<file path="src/rtl/uart_arb_pkg.sv">
// Shared definitions for the UART transmit arbiter: FSM encoding, default
// timing constants and a counter-width helper.
package uart_arb_pkg;

    typedef enum logic [1:0] {
        ST_IDLE = 2'd0,
        ST_LOCK = 2'd1,
        ST_GAP  = 2'd2
    } arb_state_t;

    localparam int DEFAULT_GAP_CYCLES = 16;
    localparam int DEFAULT_TIMEOUT    = 1_250_000;

    // One spare bit above the terminal count so a counter can never wrap.
    function automatic int ctr_width(input int max_val);
        return $clog2(max_val) + 1;
    endfunction

endpackage

</file>
<file path="src/rtl/uart_tx_arbiter_rr_pick.sv">
// Combinational round-robin picker: returns the first valid index found
// when searching upward from ptr+1, wrapping modulo NUM_REQ.
module rr_pick #(
    parameter int NUM_REQ = 2,
    parameter int IDX_W   = $clog2(NUM_REQ)
) (
    input  logic [NUM_REQ-1:0] valid,
    input  logic [IDX_W-1:0]   ptr,
    output logic [IDX_W-1:0]   idx,
    output logic               found
);

    logic [IDX_W-1:0] cand [NUM_REQ];

    // cand[k] is the requester examined at search distance k+1 from ptr.
    generate
        for (genvar gi = 0; gi < NUM_REQ; gi++) begin : g_cand
            assign cand[gi] = IDX_W'((int'(ptr) + gi + 1) % NUM_REQ);
        end
    endgenerate

    // Walk from farthest to nearest so the nearest valid candidate wins.
    always_comb begin
        idx   = '0;
        found = 1'b0;
        for (int k = NUM_REQ - 1; k >= 0; k--) begin
            if (valid[cand[k]]) begin
                idx   = cand[k];
                found = 1'b1;
            end
        end
    end

endmodule

</file>
<file path="src/rtl/uart_tx_arbiter.sv">
// Shares one UART transmitter among NUM_REQ requesters; a grant is held for a
// whole message, followed by an idle gap, with a stall timeout that revokes it.
module uart_tx_arbiter
    import uart_arb_pkg::*;
#(
    parameter int NUM_REQ    = 2,
    parameter int WIDTH      = 8,
    parameter int GAP_CYCLES = DEFAULT_GAP_CYCLES,
    parameter int TIMEOUT    = DEFAULT_TIMEOUT
) (
    input  logic                       clk,
    input  logic                       rst_n,
    input  logic [NUM_REQ*WIDTH-1:0]   req_data,
    input  logic [NUM_REQ-1:0]         req_valid,
    input  logic [NUM_REQ-1:0]         req_last,
    output logic [NUM_REQ-1:0]         req_ready,
    output logic [WIDTH-1:0]           tx_data,
    output logic                       tx_valid,
    input  logic                       tx_ready,
    output logic [$clog2(NUM_REQ)-1:0] grant_id,
    output logic                       busy,
    output logic                       timeout_pulse
);

    localparam int IDX_W   = $clog2(NUM_REQ);
    localparam int GAP_W   = ctr_width(GAP_CYCLES);
    localparam int TO_W    = ctr_width(TIMEOUT);
    localparam int GAP_MAX = (GAP_CYCLES > 0) ? GAP_CYCLES - 1 : 0;
    localparam int TO_MAX  = (TIMEOUT > 0) ? TIMEOUT - 1 : 0;
    localparam arb_state_t END_STATE = (GAP_CYCLES > 0) ? ST_GAP : ST_IDLE;

    arb_state_t       state_reg;
    logic [IDX_W-1:0] grant_id_reg;
    logic [IDX_W-1:0] rr_ptr_reg;
    logic [GAP_W-1:0] gap_cnt_reg;
    logic [TO_W-1:0]  to_cnt_reg;
    logic             timeout_pulse_reg;

    logic [WIDTH-1:0] data_arr [NUM_REQ];
    logic [IDX_W-1:0] pick_idx;
    logic             pick_found;
    logic             cur_valid;
    logic             cur_last;
    logic             handshake;

    generate
        for (genvar gi = 0; gi < NUM_REQ; gi++) begin : g_data
            assign data_arr[gi] = req_data[gi*WIDTH +: WIDTH];
        end
    endgenerate

    rr_pick #(
        .NUM_REQ (NUM_REQ),
        .IDX_W   (IDX_W)
    ) u_rr_pick (
        .valid (req_valid),
        .ptr   (rr_ptr_reg),
        .idx   (pick_idx),
        .found (pick_found)
    );

    assign cur_valid     = req_valid[grant_id_reg];
    assign cur_last      = req_last[grant_id_reg];
    assign handshake     = (state_reg == ST_LOCK) && cur_valid && tx_ready;
    assign grant_id      = grant_id_reg;
    assign busy          = (state_reg != ST_IDLE);
    assign timeout_pulse = timeout_pulse_reg;

    // The owner's stream passes straight through so the transmitter sees no extra latency.
    always_comb begin
        tx_valid  = 1'b0;
        tx_data   = '0;
        req_ready = '0;
        if (state_reg == ST_LOCK) begin
            tx_valid                = cur_valid;
            tx_data                 = data_arr[grant_id_reg];
            req_ready[grant_id_reg] = tx_ready;
        end
    end

    always_ff @(posedge clk or negedge rst_n) begin
        if (!rst_n) begin
            state_reg         <= ST_IDLE;
            grant_id_reg      <= '0;
            rr_ptr_reg        <= IDX_W'(NUM_REQ - 1);
            gap_cnt_reg       <= '0;
            to_cnt_reg        <= '0;
            timeout_pulse_reg <= 1'b0;
        end else begin
            timeout_pulse_reg <= 1'b0;
            unique case (state_reg)
                ST_IDLE: begin
                    if (pick_found) begin
                        grant_id_reg <= pick_idx;
                        rr_ptr_reg   <= pick_idx;
                        to_cnt_reg   <= '0;
                        state_reg    <= ST_LOCK;
                    end
                end
                ST_LOCK: begin
                    if (handshake && cur_last) begin
                        to_cnt_reg  <= '0;
                        gap_cnt_reg <= '0;
                        state_reg   <= END_STATE;
                    end else if (cur_valid) begin
                        to_cnt_reg <= '0;
                    end else if (TIMEOUT > 0) begin
                        // Owner stalled mid-message: revoke once the budget is spent.
                        if (to_cnt_reg == TO_W'(TO_MAX)) begin
                            timeout_pulse_reg <= 1'b1;
                            to_cnt_reg        <= '0;
                            gap_cnt_reg       <= '0;
                            state_reg         <= END_STATE;
                        end else begin
                            to_cnt_reg <= to_cnt_reg + 1'b1;
                        end
                    end
                end
                ST_GAP: begin
                    if (gap_cnt_reg == GAP_W'(GAP_MAX)) begin
                        gap_cnt_reg <= '0;
                        state_reg   <= ST_IDLE;
                    end else begin
                        gap_cnt_reg <= gap_cnt_reg + 1'b1;
                    end
                end
                default: state_reg <= ST_IDLE;
            endcase
        end
    end

endmodule

</file>
<file path="config.mk">
export PLATFORM = sky130hd
export DESIGN_NAME = uart_tx_arbiter
export DESIGN_NICKNAME = d
export VERILOG_FILES = /design/src/rtl/uart_arb_pkg.sv /design/src/rtl/uart_tx_arbiter_rr_pick.sv /design/src/rtl/uart_tx_arbiter.sv
export SDC_FILE = /design/constraint.sdc
export NUM_CORES = 1
export LEC_CHECK = 0
export ABC_AREA = 1
export CAP_MARGIN = 20
export CORE_MARGIN = 5
export CORE_UTILIZATION = 30
export DETAILED_ROUTE_END_ITERATION = 10
export MAX_ROUTING_LAYER = met4
export PLACE_DENSITY = 0.51
export SETUP_SLACK_MARGIN = 0.15
export SKIP_LAST_GASP = 1
export SLEW_MARGIN = 20
export SYNTH_ARGS = -nofsm -noshare
export SYNTH_HDL_FRONTEND = slang
export SYNTH_SLANG_ARGS = --single-unit
</file>
<file path="constraint.sdc">
create_clock -name clk -period 2.6 [get_ports clk]
set_clock_uncertainty 0.05 [all_clocks]
set_input_delay 0.26 -clock clk [delete_from_list [all_inputs] [get_ports clk]]
set_output_delay 0.26 -clock clk [all_outputs]
set_load 0.05 [all_outputs]
</file>
==> Word level (Yosys, flattened, before mapping) <==
Index checks and enable logic that the tools add are counted.
{ "totals": {"output_inout_bits": 14, "register_bits": 32, "mem_count": 0, "ramBits": 0, "latchBits": 0, "mem_bits_ro": 0, "elab_cells": 77, "in_bits": 23} }
{ "classes": {"add_sub_neg": 4, "n_bitwise": 2, "mux": 40, "n_eq_ne": 8, "n_mul": 0, "shifts": 0, "magnitude_cmp": 5, "n_reduce_logical": 12, "div_mod_pow": 0} }
{ "op_table": {"columns": ["operator", "n"], "rows": [
  ["22-bit two-way mux", 4],
  ["22-bit one-hot mux with 2 select lines", 1],
  ["8-bit two-way mux", 4],
  ["22-bit by 1-bit adder with 22-bit output, second input constant", 1],
  ["22-bit by 21-bit == test with 1-bit output, second input constant", 1],
  ["5-bit two-way mux", 4],
  ["1-bit two-way mux", 18],
  ["2-bit two-way mux", 6],
  ["5-bit one-hot mux with 2 select lines", 1],
  ["1-bit by 2-bit less-than comparator with 1-bit output, second input constant", 3],
  ["2-bit one-hot mux with 3 select lines", 1],
  ["2-bit nonzero test", 3],
  ["5-bit by 1-bit adder with 5-bit output, second input constant", 1],
  ["5-bit by 4-bit == test with 1-bit output, second input constant", 1],
  ["1-bit logical AND", 4],
  ["2-bit inequality test, second input constant", 2],
  ["2-bit AND reduction", 2],
  ["4-bit AND reduction", 1],
  ["3-bit by 1-bit inequality test with 1-bit output, second input constant", 1],
  ["3-bit by 2-bit inequality test with 1-bit output, second input constant", 1],
  ["3-bit AND reduction", 1],
  ["1-bit adder, second input constant", 2],
  ["2-bit bitwise AND", 1],
  ["2-bit by 1-bit == test with 1-bit output, second input constant", 1],
  ["6 further kinds", 6]
]} }

==> Logic depth before layout (Yosys ltp) <==
Gate-level depths: netlist of the first run.
{ "depth": {"ltp_word": 8, "depth_mapped": 11, "mapped_depth_nobuf": 10} }

==> Hierarchy <==
A second synthesis of the first run with hierarchy kept.
{ "hier_totals": {"cells_unflattened": 287, "area_unflattened_um2": 2039.5} }
{ "by_module_without_submodules": {"columns": ["module", "instances", "seq_area_each_um2", "area_each_um2", "cells_each"], "rows": [
  ["uart_tx_arbiter", 1, 802.0, 2024.4, 284],
  ["rr_pick", 1, 0.0, 15.0, 3]
]} }

==> Worst setup path before layout of the first run <==
No wires, ideal clock.
{ "synth_timing": {"kind": "reg-to-output", "from": "register grant_id_reg (netlist: grant_id)", "to": "output port req_ready[1]", "path_buffers": 1, "arrival_time_ps": 2092, "path_slack_ps": 198, "stages_incl_launch_ff": 4, "path_cell_list": "dfrtp_1 inv_1 clkbuf_1 nor3_1"} }
{ "synth_between": {"elab_chain_len": 6, "elab_cells_between_ends": 7, "cone_classes": "order compare (2); mux (3); bitwise (1); reduce/logical (1)"} }
{ "synth_rtl": {"columns": ["item", "line_no", "text"], "rows": [
  ["start: declaration", "uart_tx_arbiter.sv:33", "logic [IDX_W-1:0] grant_id_reg;"],
  ["start signal: assignment", "uart_tx_arbiter.sv:94", "grant_id_reg <= pick_idx;"],
  ["1-bit by 2-bit less-than comparator with 1-bit output (implied by the code) or 1-bit >= comparator (tied branches)", "uart_tx_arbiter.sv:77", "req_ready[grant_id_reg] = tx_ready;"],
  ["1-bit logical AND (implied by the code)", "uart_tx_arbiter.sv:77", null],
  ["1-bit two-way mux (implied by the code)", "uart_tx_arbiter.sv:77", null],
  ["1-bit demux with 1-bit select (*)", "uart_tx_arbiter.sv:77", null],
  ["2-bit bitwise AND (no line) (*)", null, null],
  ["2-bit two-way mux (*)", "uart_tx_arbiter.sv:74", "if (state_reg == ST_LOCK) begin"],
  ["end: declaration", "uart_tx_arbiter.sv:16", "output logic [NUM_REQ-1:0] req_ready,"]
]} }
Every way passes the cells marked *; elsewhere a longest branch is shown, timed or not.

==> Worst setup path in the final report of the first run <==
{ "layout_timing": {"from": "register state_reg[1]", "to": "output port tx_data[2]"} }
{ "layout_between": {"elab_chain_len": 2} }
{ "layout_rtl": {"columns": ["item", "line_no", "text"], "rows": [
  ["start: declaration", "uart_tx_arbiter.sv:32", "arb_state_t state_reg;"],
  ["start signal: assignment", "uart_tx_arbiter.sv:83", "state_reg <= ST_IDLE;"],
  ["start signal: assignment", "uart_tx_arbiter.sv:97", "state_reg <= ST_LOCK;"],
  ["start signal: assignment", "uart_tx_arbiter.sv:104", "state_reg <= END_STATE;"],
  ["2-bit by 1-bit == test with 1-bit output", "uart_tx_arbiter.sv:74", null],
  ["8-bit two-way mux", "uart_tx_arbiter.sv:74", null],
  ["end: declaration", "uart_tx_arbiter.sv:17", "output logic [WIDTH-1:0] tx_data,"]
]} }
No other way between the ends.

==> run metrics, run 1 <==
run status=finished, final reports clean; WP data arrival=1.96 ns; Synth Area in XOR/XNOR=4.255%; multiplexer area fraction after synthesis=0.4863%; Power Density=866.0 nW/um2; combinational share of power=54.4%; Die X=92.83 um; # IOs=37; Post-DRT Antenna Nets=0; Crit Path Max Fanout=10; clk slew on worst S/H paths=0.07 ns; Longest Clk Path Bufs=2; setup TNS=0 ns; pre-CTS setup slack=0.3588 ns; Cell Chain, Critical Path=inv_1 -> ha_1 -> o21ai_0 -> nor2_1 -> dlygate4sd2_1; sequential share of power=26.7%; final net count=347; Critical Path Max Stage Delay=0.53 ns; Syn-to-layout area delta=24.19%; Reg area=802.0 um2; Num Clock Sinks=32; ys flop type=dfrtp_1; Required @ worst endpoint=2.29 ns; Hold WC Path Type=primary input to async pin; fin crit period=2.275 ns; Hold Vio Cnt, Final=0; Die Area=8617 um2; Int Power=1.116 mW; synthesized flop and latch total=32; vias per cell=4.629; Critical R2R Launch=state_reg[1]; Net Count, Synth=307; CTS tree=done; Remaining DRCs=0; worst setup path endpoint=tx_data[2]; Initial DRT Pass Iterations=4; Setup violations, final=0; relative slew slack=66.26%; Detailed Route WL=4.947 mm; CP Launch Point=state_reg[1]; sequential element share of the synthesized area=38.97%; H-Tree Level Count=2; DR WL/cell=12.40 um; fmax=439.6 MHz; Die H=92.83 um; # diodes=0; Slew @ Worst Pin=0.5045 ns; CP startpoint kind=flip-flop; total gr overflow=0; Worst-Skew Late Latency=0.28 ns; setup ws final=0.3252 ns; filler cell count=707; worst reg-to-reg path cell count=8; postcts setup bufs=0; critical path class=flip-flop to output port; clock power share=18.9%; initial core utilization=30.63%; first-pass GRT wire length=8.659 mm; max reg flops=22; proportion of layout cells with a drive suffix above 1=12.54%; vias in the first global route=1,753; CTS root buf=clkbuf_8; synthesized-area fraction occupied by adder cells=3.040%; GPL Wtd Cong=0.7514; largest family of logic cells by synthesized area=simple AND/OR/NAND/NOR gates; syn_area_per_cell=7.377 um2; leakage dissipation=1.118 nW; Std-Cell Rows=30; Compound-Gate Fraction of Synth Area=9.726%; Final Cycle Share=87.49%; simple-gate portion of the synthesized area=35.02%; Async S/R FF share, synth=100.0%; switch share=49.58%; DP Wirelength=3.790 mm; YS warnings=0; CP endpoint kind=output port; RSZ-0062 raised after global routing=no; area of the multi-input gates=1081 um2; max cap viols=0; via count=1,847; slowest CP cell=dlygate4sd2_1; initial antenna violation count=0; Yosys cell types=36; # port buffers=36; largest net degree at the start of global routing=33; core area=6719 um2; Mapped Cells=279; DR iter-0 viols=65; Placed Instance Area=2467 um2; pins over their slew limit=0; flop2flop setup slack=0.42 ns; Finished Cell Area=2556 um2; cell area after synthesis=2058 um2; Total GRT Usage=12.85%; VDD IR max=460.8 uV; NetSw=1.098 mW; RR Endpoint=to_cnt_reg[8]; Post-synth EDFFs=0; Num CTS Buffers=5
==> worst min-delay path by stage <==
| stage | depth (start not counted) | to | startpoint | slack, ns |
|---|---|---|---|---|
| detailed placement | 2 | gap_cnt_reg[3] | gap_cnt_reg[3] | 0.44 |
| global route | 2 | gap_cnt_reg[0] | rst_n | 0.38 |
| floorplan | 0 | gap_cnt_reg[0] | rst_n | -0.09 |
| finish | 2 | timeout_pulse | rst_n | 0.34 |
| global placement | 2 | gap_cnt_reg[3] | gap_cnt_reg[3] | 0.43 |
| CTS | 2 | timeout_pulse | rst_n | 0.36 |
==> per-layer routing <==
metal  vias up  share of wire [%]  GRT usage [%]
li1        974                  -              -
met1       852                 49          17.39
met2        16                 48          19.44
met3         5                1.8          2.681
met4         0               0.93          3.663
met5         -                  0              -
==> worst max-delay path: cells and delay by family, from the launching register on <==
kind,cells,cell delay [ns]
buf+inv,2,0.61
flops,1,0.40
fa+ha+maj,1,0.40
compound gates,1,0.15
simple gates,1,0.11
==> cell usage after synthesis (all sizes together), types with 2 or more instances <==
| cell type | number | area, um2 |
|---|---|---|
| a21oi | 8 | 47.55 |
| buf | 5 | 57.55 |
| dfrtp | 31 | 775.7 |
| ha | 5 | 62.56 |
| inv | 29 | 113.9 |
| nand2 | 58 | 225.2 |
| nand3 | 20 | 110.1 |
| nand4 | 6 | 37.54 |
| nor2 | 68 | 277.8 |
| nor3 | 9 | 50.05 |
| o211ai | 2 | 15.01 |
| o21ai | 19 | 113.9 |
| xnor2 | 3 | 26.28 |
| xor2 | 7 | 61.31 |
==> power by group through the flow <==
| stage | Clock, mW | Combinational, mW | Sequential [mW] |
|---|---|---|---|
| 2_1_floorplan | 0 | 0.939 | 0.626 |
| 3_3_place_gp | 0 | 1.24 | 0.599 |
| 3_5_place_dp | 0 | 1.24 | 0.601 |
| 4_1_cts | 0.436 | 1.22 | 0.591 |
| 5_1_grt | 0.457 | 1.33 | 0.597 |
| 6_report | 0.419 | 1.20 | 0.591 |
==> logic make-up (layout without fill, tap and decap cells) <==
group	count (synthesis)	after routing
adder cells (fa/ha/maj)	5	5
buffers and inverters	35	75
multiplexers	1	1
XOR/XNOR	10	10
flip-flops	32	32
AND/OR/NAND/NOR	164	164
AO/OA/AOI/OAI	32	32
==> stage by stage <==
step	utilization (%)	power, mW	cells	hold WS, ns
after floorplan	-	1.565	279	-0.08559
after global routing	38.04	2.386	399	0.3836
after detailed placement	36.72	1.845	392	0.4413
after CTS	38.04	2.245	399	0.3570
final	38.04	2.214	399	0.3355
after global placement	36.72	1.843	392	0.4268
==> cells in the final DEF, fill, tap and decap left out, types with 2 or more instances in the layout <==
master	instances
nand4_1	6
o21ai_1	6
nand3_1	18
nand2_1	55
nand2_2	3
clkbuf_8	7
nor3_1	8
clkdlybuf4s50_1	25
nor2_2	6
a21oi_2	2
inv_4	2
buf_4	8
nor2_1	61
ha_1	5
xnor2_1	3
inv_1	24
nand3_2	2
dfrtp_1	31
o21ai_0	10
dlygate4sd2_1	6
o21ai_2	2
inv_2	3
xor2_1	7
a21oi_1	6
o211ai_1	2
==> layout make-up <==
type	instances	share of cell area, %
multi-input cells	212	42.29
clock buffers	7	3.769
inverters	29	4.454
repair buffers	39	14.19
flip-flops and latches	32	31.38
well taps	80	3.916
==> what timing repair did <==
action / CTS / global route
hold buffers: 0 / 0
resized for setup: 6 / 0
endpoints found under the setup margin: 6 / 0
Note: power is estimated with default switching activity, not from simulation.
==> run 2, diff against run 1 <==
- MAX_ROUTING_LAYER: met4 -> default
- RECOVER_POWER: default -> 50
- clock period: 2.6 -> 2.87 ns (I/O delays scaled with it)
==> run metrics, run 2 (synthesis results as in run 1) <==
leakage dissipation=1.132 nW (was 1.118 nW); worst reg-to-reg path cell count=8 (unchanged); postcts setup bufs=0 (unchanged); Longest Clk Path Bufs=2 (unchanged); Hold WC Path Type=flip-flop to flip-flop (was primary input to async pin); VDD IR max=398.8 uV (was 460.8 uV); initial antenna violation count=0 (unchanged); flop2flop setup slack=0.76 ns (was 0.42 ns); RR Endpoint=to_cnt_reg[4] (was to_cnt_reg[8]); # diodes=0 (unchanged); relative slew slack=-18.21% (was 66.26%); max cap viols=1 (was 0); Num CTS Buffers=5 (unchanged); setup ws final=0.3088 ns (was 0.3252 ns); worst setup path endpoint=tx_data[2] (unchanged); Initial DRT Pass Iterations=4 (unchanged); violations in the final reports=capacitance limit, slew limit; clk slew on worst S/H paths=0.07 ns (about the same); initial core utilization=30.63% (unchanged); Worst-Skew Late Latency=0.28 ns (about the same); Final Cycle Share=89.24%; fmax=390.4 MHz; DR WL/cell=12.23 um (was 12.40 um); CP endpoint kind=output port (unchanged); proportion of layout cells with a drive suffix above 1=10.06% (was 12.54%); Non-Filler Instances=398 (was 399); pins over their slew limit=33 (was 0); vias in the first global route=1,667 (was 1,753); GPL Wtd Cong=0.7769 (was 0.7514); # IOs=37 (unchanged); Power Density=785.7 nW/um2 (was 866.0 nW/um2); setup TNS=0 ns (unchanged); Die X=92.83 um (unchanged); Detailed Route WL=4.866 mm (was 4.947 mm); DR iter-0 viols=56 (was 65); Num Clock Sinks=32 (unchanged); Setup violations, final=0 (unchanged); Post-DRT Antenna Nets=0 (unchanged); CP startpoint kind=flip-flop (unchanged); hold_buf cts=0 (unchanged); Std-Cell Rows=30 (unchanged); Hold Vio Cnt, Final=0 (unchanged); Remaining DRCs=0 (unchanged); commonest non-fill, non-tap cell in the layout=nor2_1 (unchanged); commonest cells after routing, fill and taps aside=nor2_1 (61), nand2_1 (55), dfrtp_1 (31), clkdlybuf4s50_1 (31), inv_1 (24) (was nor2_1 (61), nand2_1 (55), dfrtp_1 (31)); final net count=346 (was 347); CP Launch Point=state_reg[1] (unchanged); Die H=92.83 um (unchanged); max reg flops=22 (unchanged); Slew @ Worst Pin=1.773 ns (was 0.5045 ns); critical path class=flip-flop to output port (unchanged); via count=1,828 (was 1,847); CTS root buf=clkbuf_8 (unchanged); run status=complete, but fails checks (was finished, final reports clean); Crit Path Max Fanout=10 (unchanged); Die Area=8617 um2 (unchanged); Required @ worst endpoint=2.53 ns (was 2.29 ns); largest net degree at the start of global routing=33 (unchanged); DP Wirelength=3.750 mm (was 3.790 mm); Total GRT Usage=11.82% (was 12.85%); Critical R2R Launch=state_reg[1] (unchanged); WP data arrival=2.22 ns (was 1.96 ns); Syn-to-layout area delta=24.80% (was 24.19%); vias per cell=4.593 (was 4.629); Finished Cell Area=2569 um2 (was 2556 um2); fin crit period=2.561 ns; RSZ-0062 raised after global routing=no (unchanged); Placed Instance Area=2472 um2 (was 2467 um2); total gr overflow=0 (unchanged); CTS tree=done (unchanged); Placed Cells=391 (was 392); core area=6719 um2 (unchanged); H-Tree Level Count=2 (unchanged); # port buffers=36 (unchanged); first-pass GRT wire length=8.093 mm (was 8.659 mm); pre-CTS setup slack=0.5488 ns (was 0.3588 ns)
[run 2: changes by cell type in the layout (fill, tap and decap cells not counted), sizes merged]
cell	change
buf	-7
clkdlybuf4s50	+6
dlygate4sd2	-6
dlymetal6s2s	+3
dlygate4sd3	+2
clkbuf	+1
[run 2: where the power goes]
group	internal [mW]	switching (mW)
Clock	0.214	0.171
Sequential	0.502	0.0540
Combinational	0.314	0.764
Total	1.03	0.989
[run 2: stage by stage]
stage	power, mW	hold slack (ns)	util (%)
6_report	2.018	0.4568	38.23
5_1_grt	2.159	0.4819	38.23
4_1_cts	2.056	0.3779	38.23
2_1_floorplan	1.418	-0.05859	-
3_3_place_gp	1.669	0.4248	36.80
3_5_place_dp	1.669	0.4432	36.80
[run 2: metal layers]
metal	up-vias	part of all wire, %	track usage, %
met1	837	49	15.62
met2	13	48	19.02
met5	-	0	0
met4	0	1.3	3.907
met3	7	1.6	2.681
li1	971	-	-
[run 2: worst min-delay path by stage]
stage,startpoint,endpoint,cells past startpoint
floorplan,rst_n,gap_cnt_reg[0],0
global placement,gap_cnt_reg[3],gap_cnt_reg[3],2
detailed placement,gap_cnt_reg[3],gap_cnt_reg[3],2
CTS,rst_n,gap_cnt_reg[1],2
global route,state_reg[1],state_reg[1],2
finish,gap_cnt_reg[3],gap_cnt_reg[3],2
[run 2: area by class of cell]
class	instances	area, um2
multi-input combinational	212	1077
timing repair buffer	38	379.1
inverter	29	113.9
tap	80	100.1
fill	708	4150
clock buffer	7	96.34
sequential	32	802.0
[run 2: critical path: stages, from the launching register on]
cell and delay (ns):
dfrtp_1 0.40, inv_1 0.09, ha_1 0.37, o21ai_0 0.15, nor2_1 0.12, clkdlybuf4s50_1 0.82
[run 2: timing repair]
item | CTS | global route
endpoints found under the hold margin | 0 | 0
gates resized for setup | 0 | 3
endpoints found under the setup margin | 0 | 3
